### src/rtl/uart_boot_loader.sv
// Serial boot loader: programs the uart divider, receives a length-prefixed image,
// packs it into little-endian words for RAM, then answers with ACK or NAK.
module uart_boot_loader #(
  parameter logic [31:0] UART_BASE = 32'h0000_0000,
  parameter logic [15:0] CLK_DIV   = 16'd104,
  parameter logic [31:0] MEM_BASE  = 32'h0000_0000,
  parameter logic [31:0] MAX_BYTES = 32'd65536
) (
  input  logic        clk,
  input  logic        reset,
  output logic [31:0] address_out,
  output logic        sel_out,
  output logic        read_out,
  input  logic [31:0] read_value_in,
  output logic [3:0]  write_mask_out,
  output logic [31:0] write_value_out,
  input  logic        ready_in,
  output logic [31:0] mem_address_out,
  output logic        mem_sel_out,
  output logic [3:0]  mem_write_mask_out,
  output logic [31:0] mem_write_value_out,
  input  logic        mem_ready_in,
  output logic        busy_out,
  output logic        done_out,
  output logic        error_out
);

  typedef enum logic [2:0] {
    S_INIT, S_RX_POLL, S_RX_READ, S_MEM_WR, S_TX_POLL, S_TX_WRITE, S_DONE, S_ERROR
  } state_t;

  localparam logic [31:0] REG_STATUS = UART_BASE + 32'd4;
  localparam logic [31:0] REG_DATA   = UART_BASE + 32'd8;

  state_t      state, next_state;
  logic [31:0] byte_count;
  logic [31:0] len_word;
  logic [31:0] shift_word;
  logic [31:0] word_index;
  logic        in_payload;
  logic        nak;

  logic [1:0]  lane;
  logic [31:0] merged;
  logic [31:0] count_next;
  logic        unused_read_bits;

  // byte_count has already advanced past the last byte when MEM_WR runs
  function automatic logic [3:0] tail_mask(input logic [1:0] filled);
    case (filled)
      2'd1:    tail_mask = 4'b0001;
      2'd2:    tail_mask = 4'b0011;
      2'd3:    tail_mask = 4'b0111;
      default: tail_mask = 4'b1111;
    endcase
  endfunction

  assign lane             = byte_count[1:0];
  assign merged           = shift_word | ({24'b0, read_value_in[7:0]} << {lane, 3'b000});
  assign count_next       = byte_count + 32'd1;
  assign unused_read_bits = ^read_value_in[31:8];

  always_ff @(posedge clk or posedge reset) begin
    if (reset) state <= S_INIT;
    else       state <= next_state;
  end

  always_comb begin
    next_state          = state;
    sel_out             = 1'b0;
    address_out         = 32'b0;
    read_out            = 1'b0;
    write_mask_out      = 4'b0;
    write_value_out     = 32'b0;
    mem_sel_out         = 1'b0;
    mem_address_out     = 32'b0;
    mem_write_mask_out  = 4'b0;
    mem_write_value_out = 32'b0;
    busy_out            = 1'b1;
    done_out            = 1'b0;
    error_out           = 1'b0;
    case (state)
      S_INIT: begin
        sel_out         = 1'b1;
        address_out     = UART_BASE;
        write_mask_out  = 4'b0011;
        write_value_out = {16'b0, CLK_DIV};
        if (ready_in) next_state = S_RX_POLL;
      end
      S_RX_POLL: begin
        sel_out     = 1'b1;
        address_out = REG_STATUS;
        read_out    = 1'b1;
        if (ready_in && read_value_in[1]) next_state = S_RX_READ;
      end
      S_RX_READ: begin
        sel_out     = 1'b1;
        address_out = REG_DATA;
        read_out    = 1'b1;
        if (ready_in) begin
          if (!in_payload) begin
            if (lane == 2'd3 && (merged == 32'd0 || merged > MAX_BYTES))
              next_state = S_TX_POLL;
            else
              next_state = S_RX_POLL;
          end else if (lane == 2'd3 || count_next == len_word) begin
            next_state = S_MEM_WR;
          end else begin
            next_state = S_RX_POLL;
          end
        end
      end
      S_MEM_WR: begin
        mem_sel_out         = 1'b1;
        mem_address_out     = MEM_BASE + (word_index << 2);
        mem_write_mask_out  = tail_mask(byte_count[1:0]);
        mem_write_value_out = shift_word;
        if (mem_ready_in) next_state = (byte_count == len_word) ? S_TX_POLL : S_RX_POLL;
      end
      S_TX_POLL: begin
        sel_out     = 1'b1;
        address_out = REG_STATUS;
        read_out    = 1'b1;
        if (ready_in && read_value_in[0]) next_state = S_TX_WRITE;
      end
      S_TX_WRITE: begin
        sel_out         = 1'b1;
        address_out     = REG_DATA;
        write_mask_out  = 4'b0001;
        write_value_out = {24'b0, (nak ? 8'h15 : 8'h06)};
        if (ready_in) next_state = nak ? S_ERROR : S_DONE;
      end
      S_DONE: begin
        busy_out = 1'b0;
        done_out = 1'b1;
      end
      default: begin
        busy_out  = 1'b0;
        error_out = 1'b1;
      end
    endcase
    // reset must release both buses without waiting for a clock edge
    if (reset) begin
      sel_out             = 1'b0;
      address_out         = 32'b0;
      read_out            = 1'b0;
      write_mask_out      = 4'b0;
      write_value_out     = 32'b0;
      mem_sel_out         = 1'b0;
      mem_address_out     = 32'b0;
      mem_write_mask_out  = 4'b0;
      mem_write_value_out = 32'b0;
    end
  end

  always_ff @(posedge clk or posedge reset) begin
    if (reset) begin
      byte_count <= 32'b0;
      len_word   <= 32'b0;
      shift_word <= 32'b0;
      word_index <= 32'b0;
      in_payload <= 1'b0;
      nak        <= 1'b0;
    end else begin
      if (state == S_RX_READ && ready_in) begin
        if (!in_payload && lane == 2'd3) begin
          len_word   <= merged;
          shift_word <= 32'b0;
          byte_count <= 32'b0;
          if (merged > MAX_BYTES)    nak        <= 1'b1;
          else if (merged != 32'd0)  in_payload <= 1'b1;
        end else begin
          shift_word <= merged;
          byte_count <= count_next;
        end
      end
      if (state == S_MEM_WR && mem_ready_in) begin
        word_index <= word_index + 32'd1;
        shift_word <= 32'b0;
      end
    end
  end

endmodule

### config.mk
export PLATFORM = sky130hd
export DESIGN_NAME = uart_boot_loader
export DESIGN_NICKNAME = d
export VERILOG_FILES = /design/src/rtl/uart_boot_loader.sv
export SDC_FILE = /design/constraint.sdc
export NUM_CORES = 1
export LEC_CHECK = 0
export ABC_AREA = 1
export ABC_CLOCK_PERIOD_IN_PS = 6750
export CAP_MARGIN = 15
export CORE_AREA = 8 8 137 139
export CTS_BUF_LIST = sky130_fd_sc_hd__clkbuf_16
export CTS_CLUSTER_SIZE = 8
export DETAILED_ROUTE_END_ITERATION = 10
export DIE_AREA = 0 0 145 147
export PLACE_DENSITY = 0.78
export SYNTH_ARGS = -nofsm -noshare
export SYNTH_HDL_FRONTEND = slang
export SYNTH_SLANG_ARGS = --single-unit
### constraint.sdc
create_clock -name clk -period 6.75 [get_ports clk]
set_clock_uncertainty 0.2 [all_clocks]
set_input_delay 1.35 -clock clk [delete_from_list [all_inputs] [get_ports clk]]
set_output_delay 1.35 -clock clk [all_outputs]
set_load 0.03 [all_outputs]
==> results of run 1 <==
-- flip-flops by register name, summed over array words and instances (netlist names) --
name,flops
byte_count,32
len_word,32
shift_word,32
word_index,30
state,3
in_payload,1
nak,1
-- area by class of cell --
cell class / count / area [µm²] / share of cell area [%]
Inverter: 165 / 624 / 6.28
Multi-Input combinational cell: 848 / 4180 / 42.0
Clock buffer: 17 / 425 / 4.28
Clock inverter: 15 / 136 / 1.37
Timing Repair Buffer: 105 / 1020 / 10.3
Sequential cell: 131 / 3280 / 32.9
Tap cell: 225 / 282 / 2.83
-- power by group through the flow --
stage	clock network [mW]	registers (mW)	logic, mW
2_1_floorplan	0	1.02	0.897
3_3_place_gp	0	1.06	1.16
3_5_place_dp	0	1.06	1.18
6_report	0.893	1.05	1.20
4_1_cts	0.898	1.05	1.19
5_1_grt	0.940	1.07	1.33
-- path summary, 6_finish.rpt --
| path | depth (start not counted) | endpoint | slack, ns | start |
|---|---|---|---|---|
| min in group asynchronous | 3 | nak | 1.34 | reset |
| max in group asynchronous | 4 | byte_count[22] | 4.02 | reset |
| max reg2reg | 10 | state[2] | 3.40 | byte_count[1] |
| max | 7 | mem_write_value_out[25] | 1.39 | reset |
| min reg2reg | 2 | in_payload | 0.29 | in_payload |
| min | 2 | in_payload | 0.29 | in_payload |
-- worst register-to-register path, delay by kind of cell (launching register included) --
kind	cells	cell delay [ns]
compound gates	2	0.53
flops	1	0.57
simple gates	6	1.08
buf+inv	2	0.84
-- per-layer routing --
layer	part of all wire [%]	vias to the layer above
li1	-	3796
met1	42	3616
met2	47	312
met3	7.6	62
met4	3.7	0
met5	0	-
-- through the flow --
stage                     power (mW)  worst slack, ns  utilization, %  hold slack, ns  cells
final                           3.15             1.39            59.4           0.287   1506
after global routing            3.33             1.16            59.4           0.323   1506
after CTS                       3.14             1.34            59.4           0.289   1506
after detailed placement        2.24             1.39            56.0           0.275   1474
after global placement          2.22             1.44            56.0           0.268   1474
after floorplan                 1.92             1.50               -           0.254   1244
-- placed cells by master, fill, tap and decap left out, types with 9 or more instances in the layout --
cell | netlist | routed
conb_1 | 1 | 59
nand3_1 | 61 | 61
inv_1 | 159 | 158
dfrtp_1 | 131 | 131
buf_4 | 64 | 11
xor2_1 | 56 | 56
a21oi_1 | 29 | 29
nand4_1 | 17 | 17
xnor2_1 | 9 | 9
nor2_1 | 155 | 155
o22ai_1 | 33 | 33
a31oi_1 | 12 | 12
nor3_1 | 15 | 15
clkdlybuf4s50_1 | 0 | 94
nand2_1 | 275 | 275
clkbuf_16 | 0 | 17
o21ai_0 | 72 | 72
-- kinds of logic (layout without fill, tap and decap cells) --
| logic type | Yosys count | after routing | synth area share (%) |
|---|---|---|---|
| adders and majority gates | 6 | 6 | 0.885 |
| and+or+nand+nor | 561 | 561 | 28.8 |
| other | 1 | 59 | 0.0442 |
| DFF | 131 | 131 | 38.6 |
| buffers and inverters | 265 | 302 | 14.6 |
| AOI/OAI and AO/OA | 157 | 157 | 10.3 |
| xor gates and xnor gates | 65 | 65 | 6.71 |
==> run_results.csv, run 1 <==
group,metric,value,unit
cells_and_area,final_cell_area,9950,µm²
place,place_congestion,0.931,
logic_synthesis,synth_area,8480,µm²
grt,grt_use_total,22.7,%
clocking,htreeDepth,4,
critical_path,path_class,"in2out",
place,post-dp-hpwl,18200,µm
drt,vias,7786,
drt,postRouteAntennaNets,0,
critical_path,slowest_delay,0.72,ns
drt,dr.pass1.iters,5,
grt,grt_use_met3,5.97,%
logic_synthesis,synth.top_cell.area_share,38.6,%
timing,rsz0062_at_grt,"no",
critical_path,crit_slowest_cell,"clkdlybuf4s50_1",
logic_synthesis,synth-edff-count,0,
floorplan,die_area,21300,µm²
critical_path,crit_required,5.20,ns
drt,wirelength,24100,µm
floorplan,die_w,145,µm
logic_synthesis,yosys.cell_types.count,43,
timing,fin_crit,5.36,ns
grt,use_met2,36.7,%
logic_synthesis,async_flop_share,100,%
timing,drv_slew,0,
power_and_ir_drop,p_sw_share,43.5,%
drt,wire_per_inst,16.0,µm
logic_synthesis,synth.area.top_cells,"dfrtp_1 (39%), nand2_1 (12%), inv_1 (7.0%), nor2_1 (6.9%), xor2_1 (5.8%)",
grt,grt_pass1_wl,39100,µm
clocking,numCtsBuffers,17,
timing,setup_viol,0,
drt,drt_iter0_markers,822,
critical_path,crit_fanout,37,
power_and_ir_drop,irDropWorstVdd,0.215,mV
clocking,clkLatencyLatePin,0.43,ns
cells_and_area,area.growth.synth_to_final,17.3,%
critical_path,critPathLaunchType,"input port",
cells_and_area,diodes,0,
drt,drc_errors,0,
floorplan,start_util,50.6,%
flow_run,drv_cap,0,
clocking,cts_sinks,131,
grt,antenna_found_initial,0,
timing,fin_crit_sh,79.4,%
logic_synthesis,ys_ff_latch,131,
logic_synthesis,synth_ff_type,"dfrtp_1",
logic_synthesis,synthTopCellsByCount,"nand2_1 (275), inv_1 (159), nor2_1 (155)",
power_and_ir_drop,combPwrFrac,38.2,%
floorplan,num_rows,48,
timing,fin_setup_tns,0,ns
critical_path,cp_top_family,"buffers and inverters",
power_and_ir_drop,clkPwrFrac,28.4,%
grt,globalRouteOverflowTotal,0,
timing,finalHoldViolations,0,
cells_and_area,num-fill-cells,1534,
grt,met1_usage,27.6,%
power_and_ir_drop,p_leak,4.74,nW
timing,slew-limit-headroom,41.4,%
logic_synthesis,avgSynthCellArea,7.15,µm²
critical_path,arrival,3.81,ns
logic_synthesis,yosysWarnings,0,
floorplan,die_h,147,µm
power_and_ir_drop,internal_power,1.78,mW
clocking,cts_max_path_buffers,2,
logic_synthesis,synth_top_area_cell,"dfrtp_1",
power_and_ir_drop,p_switching,1.37,mW
logic_synthesis,synth_most_common_cell,"nand2_1",
critical_path,crit_buf_inv,5,
place,place_area,9390,µm²
clocking,cts_resized,0,
grt,grt_pass1_vias,7555,
drt,routed_via_density,5.17,
cells_and_area,final_nets,1310,
grt,grt-busiest-layer,"met2",
cells_and_area,final_layout_size_suffix_gt1_share,5.54,%
clocking,post_cts_buffers,0,
floorplan,ios,178,
floorplan,core-area,16800,µm²
timing,worst_pin_slew,0.877,ns
grt,grt_start_max_net_pins,55,
logic_synthesis,seq_area_frac_synth,38.6,%
worst_hold_path,hold_path_class,"reg2reg",
clocking,clk_pin_slew,0.06,ns
logic_synthesis,syn_inst,1186,
clocking,ctsRootBufferMaster,"clkbuf_16",
power_and_ir_drop,seqPwrFrac,33.4,%
critical_path,crit_chain,"clkdlybuf4s50_1, buf_4, nor2_1, clkinv_1, buf_4, nor2_1, clkdlybuf4s50_1",
timing,max_freq,187,MHz
critical_path,cp-end-kind,"output port",
run_status,status,"finished, final reports clean",
power_and_ir_drop,p_per_area,316,nW/µm²
clocking,cts_hold_buf,0,
place,io_buffers,94,
clocking,cts_tree,"done",
Power figures use the tool's default switching activity.
==> run 2, diff against run 1 <==
ABC_CLOCK_PERIOD_IN_PS = 4400   (was 6750)
CORE_AREA = 8 8 144 146   (was 8 8 137 139)
DIE_AREA = 0 0 152 154   (was 0 0 145 147)
PLACE_DENSITY = 0.74   (was 0.78)
clock period = 4.4 ns   (was 6.75 ns; I/O delays follow)
==> run 2 against run 1 <==
Via count down 0.51%. Cell area down 0.79%. Combinational power up 54%. Sequential share of layout area up 0.26 points. Sequential power up 54%. Sequential cell count unchanged. Critical endpoint is now mem_write_mask_out[3]. Highest routed layer unchanged.
==> run_results.csv, run 2 (same netlist as run 1, synthesis figures left out) <==
group,metric,value,unit
floorplan,core-area,18500,µm²
timing,setup_viol,0,
critical_path,r2r-start,"byte_count[1]",
power_and_ir_drop,combPwrFrac,38.2,%
place,post-dp-hpwl,18600,µm
place,place_congestion,0.948,
worst_hold_path,min_from,"word_index[9]",
worst_hold_path,min_to,"word_index[9]",
worst_hold_path,hold_path_depth,1,
floorplan,start_util,46.0,%
power_and_ir_drop,irDropWorstVdd,0.314,mV
cells_and_area,final_nets,1313,
floorplan,ios,178,
critical_path,r2r-end,"state[1]",
critical_path,reg2regPathDepth,19,
flow_run,drv_cap,0,
drt,routed_via_density,5.10,
floorplan,die_w,152,µm
place,pre_cts_slack,0.735,ns
run_status,status,"finished, final reports clean",
critical_path,crit_fanout,16,
worst_hold_path,hold_path_class,"reg2reg",
timing,finalHoldViolations,0,
grt,grt_pass1_wl,39300,µm
critical_path,crit_chain,"inv_1, ha_1, nand2_1, nor2_1, clkdlybuf4s50_1",
grt,grt_use_total,20.7,%
power_and_ir_drop,seqPwrFrac,33.4,%
clocking,clkLatencyLatePin,0.44,ns
drt,wire_per_inst,16.0,µm
clocking,ctsRootBufferMaster,"clkbuf_16",
floorplan,die_h,154,µm
power_and_ir_drop,p_per_area,491,nW/µm²
drt,wirelength,24300,µm
grt,grt_pass1_vias,7369,
clocking,cts_max_path_buffers,2,
critical_path,ff2ff_setup_slack,1.14,ns
grt,globalRouteOverflowTotal,0,
floorplan,die_area,23400,µm²
timing,fin_ws,0.678,ns
cells_and_area,final_common_cell,"nand2_1",
power_and_ir_drop,p_switching,2.12,mW
clocking,post_cts_buffers,0,
clocking,htreeDepth,4,
clocking,cts_hold_buf,0,
critical_path,crit_required,3.32,ns
cells_and_area,reg.largest.list,"byte_count x32, len_word x32, shift_word x32",
grt,antenna_found_initial,0,
critical_path,critPathLaunchType,"flop",
power_and_ir_drop,clkPwrFrac,28.4,%
timing,drv_slew,0,
critical_path,cp_top_family,"buffers and inverters",
clocking,numCtsBuffers,17,
clocking,cts_resized,0,
timing,slew-limit-headroom,55.3,%
cells_and_area,area.growth.synth_to_final,16.4,%
power_and_ir_drop,p_sw_share,43.8,%
timing,fin_setup_tns,0,ns
drt,drt_iter0_markers,618,
power_and_ir_drop,internal_power,2.72,mW
timing,rsz0062_at_grt,"no",
drt,vias,7746,
cells_and_area,layout_common_cells,"nand2_1 (275), inv_1 (158), nor2_1 (155), dfrtp_1 (131), o21ai_0 (72)",
clocking,clk_pin_slew,0.06,ns
critical_path,path_class,"reg2out",
timing,worst_pin_slew,0.665,ns
timing,fin_crit,3.72,ns
grt,grt_start_max_net_pins,55,
timing,max_freq,269,MHz
drt,drc_errors,0,
cells_and_area,final_layout_size_suffix_gt1_share,9.81,%
floorplan,num_rows,50,
critical_path,cp-startpoint,"byte_count[1]",
critical_path,arrival,2.64,ns
critical_path,slowest_delay,0.68,ns
place,io_buffers,94,
clocking,cts_sinks,131,
critical_path,crit_buf_inv,2,
timing,fin_crit_sh,84.6,%
drt,postRouteAntennaNets,0,
critical_path,crit_slowest_cell,"clkdlybuf4s50_1",
cells_and_area,diodes,0,
clocking,cts_tree,"done",
power_and_ir_drop,p_leak,4.85,nW
drt,dr.pass1.iters,7,
critical_path,cp-end-kind,"output port",
-- run 2: cell count changes in the layout (fill, tap and decap cells not counted), moves of 2 or more --
cell / before / now
buf_4: 11 / 65
clkdlybuf4s50_1: 94 / 42
clkinvlp_4: 1 / 4
inv_8: 4 / 2
-- run 2: layout make-up --
type                       count  area [µm²]
clock inverter                15         140
timing repair buffer         108         928
inverter                     165         626
multi-input combinational    848        4180
tap                          234         293
sequential                   131        3280
clock buffer                  17         425
fill                        1740        8580
-- run 2: worst reg2reg max path, cell delays in order, from the launching register on --
cell     delay [ns]
dfrtp_1        0.67
ha_1           0.35
nand2_1        0.12
nor2_2         0.20
nand2_1        0.12
nor2_1         0.41
nand2_1        0.16
nand2_1        0.12
nand2_1        0.05
inv_1          0.05
nand2_1        0.04
nor2_1         0.13
nand2_1        0.07
nor2_1         0.08
nand3_1        0.15
nand2_1        0.09
nand2_1        0.05
nand2_1        0.05
nand2_1        0.04
nand2_1        0.05
-- run 2: how the worst max path moves through the flow --
| stage | endpoint | depth (start not counted) |
|---|---|---|
| 6_report | mem_write_mask_out[3] | 5 |
| 5_1_grt | mem_write_mask_out[3] | 5 |
| 4_1_cts | mem_write_mask_out[3] | 5 |
| 3_5_place_dp | mem_address_out[10] | 6 |
| 3_3_place_gp | mem_address_out[9] | 6 |
| 2_1_floorplan | mem_address_out[10] | 4 |
-- run 2: per-stage QoR --
stage / area, µm² / total power, mW / hold WS, ns / std cells / util [%]
finish: 9870 / 4.84 / 0.296 / 1518 / 53.5
global route: 9870 / 5.13 / 0.310 / 1518 / 53.5
CTS: 9870 / 4.84 / 0.298 / 1518 / 53.5
detailed placement: 9310 / 3.46 / 0.288 / 1486 / 50.4
global placement: 9310 / 3.43 / 0.270 / 1486 / 50.4
floorplan: 8700 / 2.94 / 0.254 / 1244 / -
-- run 2: metal layers --
layer | up-vias | GRT usage, % | wire length, µm
li1 | 3795 | - | -
met4 | 0 | 7.52 | 570
met2 | 276 | 33.9 | 11500
met1 | 3633 | 26.2 | 10600
met5 | - | 0 | 0
met3 | 42 | 5.07 | 1640
-- run 2: power by group through the flow --
stage | Sequential (mW) | Clock (mW) | Combinational [mW]
6_report | 1.62 | 1.38 | 1.85
4_1_cts | 1.61 | 1.39 | 1.84
3_3_place_gp | 1.63 | 0 | 1.80
3_5_place_dp | 1.63 | 0 | 1.83
2_1_floorplan | 1.56 | 0 | 1.38
5_1_grt | 1.65 | 1.44 | 2.04
